[src/rtl/regfile_pkg.sv]
// Shared types for the multi-port register file and its clear sequencer.
package regfile_pkg;

  typedef enum logic {
    ST_CLEAR = 1'b0,
    ST_READY = 1'b1
  } state_e;

endpackage

[src/rtl/regfile_clear_seq.sv]
// Post-reset clear sequencer: walks every entry once, then holds READY until the next reset.
module regfile_clear_seq
  import regfile_pkg::*;
#(
  parameter int unsigned AWIDTH = 5,
  parameter int unsigned DEPTH  = 32
) (
  input  logic              clk,
  input  logic              rst_n,
  input  logic              wr_en,
  output logic              clr_we,
  output logic [AWIDTH-1:0] clr_addr,
  output logic              ready,
  output logic              init_done,
  output logic              wr_drop
);

  localparam logic [AWIDTH-1:0] LAST_ADDR = AWIDTH'(DEPTH - 1);

  state_e            state_q;
  logic [AWIDTH-1:0] clr_ptr_q;
  logic              init_done_q;
  logic              wr_drop_q;

  // Clear FSM with registered status outputs
  always_ff @(posedge clk or negedge rst_n) begin
    if (!rst_n) begin
      state_q     <= ST_CLEAR;
      clr_ptr_q   <= '0;
      init_done_q <= 1'b0;
      wr_drop_q   <= 1'b0;
    end else begin
      case (state_q)
        ST_CLEAR: begin
          clr_ptr_q <= clr_ptr_q + AWIDTH'(1);
          wr_drop_q <= wr_en;
          if (clr_ptr_q == LAST_ADDR) begin
            state_q     <= ST_READY;
            init_done_q <= 1'b1;
          end else begin
            state_q     <= ST_CLEAR;
            init_done_q <= 1'b0;
          end
        end
        ST_READY: begin
          wr_drop_q <= 1'b0;
        end
        default: begin
          state_q     <= ST_CLEAR;
          clr_ptr_q   <= '0;
          init_done_q <= 1'b0;
          wr_drop_q   <= 1'b0;
        end
      endcase
    end
  end

  assign clr_we    = (state_q == ST_CLEAR);
  assign clr_addr  = clr_ptr_q;
  assign ready     = (state_q == ST_READY);
  assign init_done = init_done_q;
  assign wr_drop   = wr_drop_q;

endmodule

[src/rtl/regfile_mp.sv]
// Register file with one write port, NRD registered read ports, optional zero entry and
// optional write-to-read bypass; contents are cleared by a sequencer after reset.
module regfile_mp
  import regfile_pkg::*;
#(
  parameter int unsigned DWIDTH   = 64,
  parameter int unsigned AWIDTH   = 5,
  parameter int unsigned DEPTH    = 32,
  parameter int unsigned NRD      = 2,
  parameter int unsigned BYPASS   = 1,
  parameter int unsigned ZERO_REG = 1
) (
  input  logic                  clk,
  input  logic                  rst_n,
  input  logic                  wr_en,
  input  logic [AWIDTH-1:0]     wr_addr,
  input  logic [DWIDTH-1:0]     wr_data,
  input  logic [NRD-1:0]        rd_en,
  input  logic [NRD*AWIDTH-1:0] rd_addr,
  output logic [NRD*DWIDTH-1:0] rd_data,
  output logic                  init_done,
  output logic                  wr_drop
);

  localparam int unsigned NADDR = 2 ** AWIDTH;

  // Addresses that map to real, writable storage; everything else reads as zero.
  function automatic logic [NADDR-1:0] build_addr_ok();
    logic [NADDR-1:0] m;
    m = '0;
    for (int i = 0; i < int'(NADDR); i++) begin
      m[i] = (i < int'(DEPTH));
    end
    if (ZERO_REG != 32'd0) begin
      m[0] = 1'b0;
    end
    return m;
  endfunction

  localparam logic [NADDR-1:0] ADDR_OK = build_addr_ok();

  logic [DWIDTH-1:0] mem_q [DEPTH];

  logic              clr_we_s;
  logic [AWIDTH-1:0] clr_addr_s;
  logic              ready_s;
  logic              wr_ok_s;
  logic              arr_we_s;
  logic [AWIDTH-1:0] arr_addr_s;
  logic [DWIDTH-1:0] arr_data_s;

  regfile_clear_seq #(
    .AWIDTH (AWIDTH),
    .DEPTH  (DEPTH)
  ) u_clear_seq (
    .clk       (clk),
    .rst_n     (rst_n),
    .wr_en     (wr_en),
    .clr_we    (clr_we_s),
    .clr_addr  (clr_addr_s),
    .ready     (ready_s),
    .init_done (init_done),
    .wr_drop   (wr_drop)
  );

  assign wr_ok_s = ready_s & wr_en & ADDR_OK[wr_addr];

  // Single array write port shared between the clear sequencer and the user
  always_comb begin
    arr_we_s   = 1'b0;
    arr_addr_s = '0;
    arr_data_s = '0;
    if (clr_we_s) begin
      arr_we_s   = 1'b1;
      arr_addr_s = clr_addr_s;
      arr_data_s = '0;
    end else begin
      arr_we_s   = wr_ok_s;
      arr_addr_s = wr_addr;
      arr_data_s = wr_data;
    end
  end

  // Storage array, deliberately not reset
  always_ff @(posedge clk) begin
    if (arr_we_s) begin
      mem_q[arr_addr_s] <= arr_data_s;
    end
  end

  for (genvar i = 0; i < NRD; i++) begin : g_rd
    logic [AWIDTH-1:0] addr_s;
    logic [DWIDTH-1:0] val_s;
    logic [DWIDTH-1:0] data_q;

    assign addr_s = rd_addr[i*AWIDTH +: AWIDTH];

    // Read value select: zero / bypassed write data / stored entry
    always_comb begin
      val_s = '0;
      if (!ready_s || !ADDR_OK[addr_s]) begin
        val_s = '0;
      end else if ((BYPASS != 32'd0) && wr_ok_s && (wr_addr == addr_s)) begin
        val_s = wr_data;
      end else begin
        val_s = mem_q[addr_s];
      end
    end

    // Registered read data, held while the port is idle
    always_ff @(posedge clk or negedge rst_n) begin
      if (!rst_n) begin
        data_q <= '0;
      end else if (rd_en[i]) begin
        data_q <= val_s;
      end
    end

    assign rd_data[i*DWIDTH +: DWIDTH] = data_q;
  end

endmodule

[config.mk]
export PLATFORM = sky130hd
export DESIGN_NAME = regfile_mp
export DESIGN_NICKNAME = d
export VERILOG_FILES = /design/src/rtl/regfile_pkg.sv /design/src/rtl/regfile_clear_seq.sv /design/src/rtl/regfile_mp.sv
export SDC_FILE = /design/constraint.sdc
export NUM_CORES = 2
export LEC_CHECK = 0
export CORE_AREA = 8 8 415 417
export DETAILED_ROUTE_END_ITERATION = 16
export DIE_AREA = 0 0 423 425
export PLACE_DENSITY = 0.77
export SLEW_MARGIN = 10
export SYNTH_ARGS = -nofsm -noshare
export SYNTH_HDL_FRONTEND = slang
export SYNTH_SLANG_ARGS = --single-unit
[constraint.sdc]
create_clock -name clk -period 9.1 [get_ports clk]
set_input_delay 1.365 -clock clk [delete_from_list [all_inputs] [get_ports clk]]
set_output_delay 1.365 -clock clk [all_outputs]
set_load 0.01 [all_outputs]
==> out/results.tsv <==
metric	value	unit
viasPerCell	7.658	
internal_power	16.97	mW
p_per_area	199.1	mW/mm²
syn_nets	4852	
antenna_left	0	
cts_inserted_buffers	216	
cp_top_family	buffers and inverters	
pre_cts_ws	3.464	ns
die_w	423	µm
cellLeakagePower	34.58	nW
reg2reg_to	mem_q[3][1]	
drt_iter0_drc	8737	
grt_pass1_wl	411.7	mm
worst-path-stages	7	
dpl.hpwl	149.0	mm
ios	214	
r2r_cells	5	
start_kind	input pin	
core-area	0.1659	mm²
cts-resized-gates	0	
portBuffers	213	
seqPwrFrac	51.0	%
wirelength	288.5	mm
grt_max_degree	122	
gr-total-overflow	0	
nFillCells	10440	
antenna_found_initial	2	
critPathSlowestCell	clkdlybuf4s50_1	
finalCriticalPeriod	4.899	ns
syn-cell-area	0.09858	mm²
grtUsageTotal	31.87	%
yosysWarningCount	0	
clkTransAtPathRegs	0.06	ns
die_area	0.1798	mm²
clkLatencyLatePin	0.86	ns
fp.dieH	425	µm
r2r_start	u_clear_seq.ready	
tightest_slew	1.283	ns
synth.area.top_cells	edfxtp_1 62%, mux4_2 25%, dfrtp_1 3.5%	
slew_headroom	14.27	%
syn_to_final_growth	11.98	%
hold_buffers	0	
clkPwrFrac	40.7	%
clk_path_buf_depth	3	
multi_input_area	0.03223	mm²
min_from	g_rd[1].data_q[47]	
fmax	204.1	MHz
cap_viol_max_count	0	
placementRows	150	
worstPathRequired	9.85	ns
comb_power_share	8.3	%
syn_inst	4766	
synth_top_area_share	62.38	%
tns	0	ns
cts-htree-levels	4	
finalWorstSetupSlack	4.201	ns
synthFlopType	edfxtp_1	
crit_path_start	rd_addr[4]	
drtPass1Iterations	5	
num_vias	56130	
cts_tree	yes	
gp_congestion	0.8003	
async_reset_ff_share	6.227	%
slew_viol_final	0	
synth_edf_count	2048	
max-vdd-ir-drop	210.7	µV
setup_viol_count_final	0	
wl_per_cell	39.37	µm
fin_skew	0.04252	ns
switching_share	22.79	%
cp-end-kind	flop	
critPathKind	in2reg	
seq_area_frac_synth	65.83	%
yosysUniqueCellTypes	54	
cts_root_buf	clkbuf_16	
synth.largest_area_cell	edfxtp_1	
start_util	59.42	%
outcome	complete, no violations	
ys_ff_latch	2184	
r2r_slack	4.73	ns
p_switching	5.008	mW
period_share	53.84	%
post-cts-setup-buffers	0	
path_buf_inv	3	
slowest_delay	0.98	ns
clock-sinks	2184	
path_cells	clkdlybuf4s50_1 > or3_4 > o311ai_4 > o21ba_4 > buf_4 > inv_1 > o21ai_0	
finalHoldViolCount	0	
syn_area_per_cell	20.68	µm²
worstSetupEndpoint	g_rd[0].data_q[53]	
hold_class	reg2reg	
crit_fanout	36	
fin_nets	5017	
drc_errors	0	
final_layout_size_suffix_gt1_share	32.23	%
arrival	5.65	ns
rsz0062_at_grt	false	
grt_pass1_vias	57480	
ff_latch_area	0.06491	mm²
-- cell usage after synthesis, drive strengths merged (2+ instances only) --
| library cell | n |
|---|---|
| a211o | 3 |
| a21oi | 6 |
| a221o | 61 |
| a222oi | 2 |
| a22oi | 64 |
| a31oi | 6 |
| and2 | 64 |
| buf | 191 |
| clkbuf | 197 |
| dfrtp | 136 |
| edfxtp | 2048 |
| ha | 2 |
| inv | 4 |
| mux2 | 70 |
| mux2i | 72 |
| mux4 | 1084 |
| nand2 | 150 |
| nand2b | 4 |
| nand3 | 67 |
| nand3b | 2 |
| nor2 | 40 |
| nor2b | 71 |
| nor3 | 4 |
| nor3b | 2 |
| nor4 | 62 |
| o211ai | 67 |
| o21ai | 4 |
| o22ai | 248 |
| o311ai | 2 |
| or2 | 5 |
| or3 | 2 |
| xnor2 | 8 |
| xor2 | 5 |
-- cells in the final DEF, fill, tap and decap left out, types with 7 or more instances in the layout --
cell / Yosys / routed
edfxtp_1: 2048 / 2048
mux4_2: 1084 / 1084
o22ai_1: 248 / 248
clkbuf_16: 0 / 218
clkdlybuf4s50_1: 0 / 205
nand2_1: 150 / 148
dfrtp_1: 136 / 135
buf_4: 3 / 97
mux2i_1: 72 / 72
nor2b_1: 71 / 71
mux2_2: 70 / 70
o211ai_1: 67 / 67
nand3_1: 67 / 66
and2_1: 64 / 64
a22oi_1: 64 / 64
nor4_1: 62 / 62
a221o_1: 61 / 61
clkbuf_1: 197 / 48
clkinv_1: 0 / 46
clkinv_2: 0 / 41
nor2_4: 0 / 32
buf_12: 0 / 26
bufinv_16: 0 / 19
clkbuf_8: 0 / 14
nor2_1: 40 / 8
xnor2_1: 8 / 8
clkinvlp_4: 0 / 7
-- through the flow --
| stage | instance area, µm² | total power, mW | std cells | utilization, % | hold slack [ns] |
|---|---|---|---|---|---|
| after floorplan | 98580 | 12.49 | 4766 | - | 0.5133 |
| after CTS | 110300 | 22.00 | 7323 | 66.50 | 0.5283 |
| after detailed placement | 103300 | 13.22 | 6914 | 62.24 | 0.5141 |
| after global placement | 103300 | 13.20 | 6914 | 62.24 | 0.5061 |
| after global routing | 110400 | 22.45 | 7326 | 66.53 | 0.5420 |
| final | 110400 | 21.97 | 7329 | 66.54 | 0.5253 |
-- area by class of cell --
cell class / instances / area share (%)
clock buffers: 279 / 5.267
inverters: 4 / 0.01587
well taps: 2204 / 2.498
flip-flops and latches: 2184 / 58.80
repair buffers: 335 / 3.084
clock inverters: 130 / 1.133
multi-input cells: 2190 / 29.20
diodes: 3 / 0.006801
-- cell families (layout without fill, tap and decap cells) --
logic type | Yosys count | after routing | share of synthesized area [%]
compound gates | 472 | 472 | 3.469
xor+xnor | 13 | 13 | 0.1155
fa+ha+maj | 2 | 2 | 0.02538
buf+inv | 392 | 748 | 1.787
flops | 2184 | 2184 | 65.83
mux | 1226 | 1226 | 26.29
other cells | 0 | 3 | 0
simple gates | 477 | 477 | 2.474
-- registers in the layout (all words and copies together), names as in the netlist --
register / flops
mem_q: 2048
g_rd.data_q: 128
u_clear_seq.clr_addr: 5
u_clear_seq.init_done: 1
u_clear_seq.ready: 1
u_clear_seq.wr_drop: 1
-- power groups by stage --
stage / Sequential, mW / Clock, mW / Combinational [mW]
final: 11.2 / 8.95 / 1.82
after detailed placement: 11.4 / 0 / 1.80
after global routing: 11.2 / 9.33 / 1.91
after global placement: 11.4 / 0 / 1.78
after floorplan: 11.4 / 0 / 1.09
after CTS: 11.2 / 8.98 / 1.81
-- routing by layer --
layer,share of wire [%],up-vias,routed length (µm),global-route usage [%]
met5,0,-,0,0
met4,6.1,0,17720,16.10
met3,12,926,35280,6.174
met2,48,4455,138300,50.88
met1,34,29490,97220,42.63
li1,-,21260,-,-
-- worst min-delay path: stages, from the launching register on --
cell and delay (ns):
dfrtp_1 0.34, a22oi_1 0.08, nand3_1 0.06
-- how the worst min path moves through the flow --
stage | to | cells past startpoint
floorplan | u_clear_seq.clr_addr[0] | 1
global placement | g_rd[1].data_q[47] | 2
detailed placement | g_rd[1].data_q[52] | 2
CTS | g_rd[1].data_q[47] | 2
global route | g_rd[1].data_q[43] | 2
finish | g_rd[1].data_q[47] | 2
No activity file was read; power rests on OpenSTA's default activity.
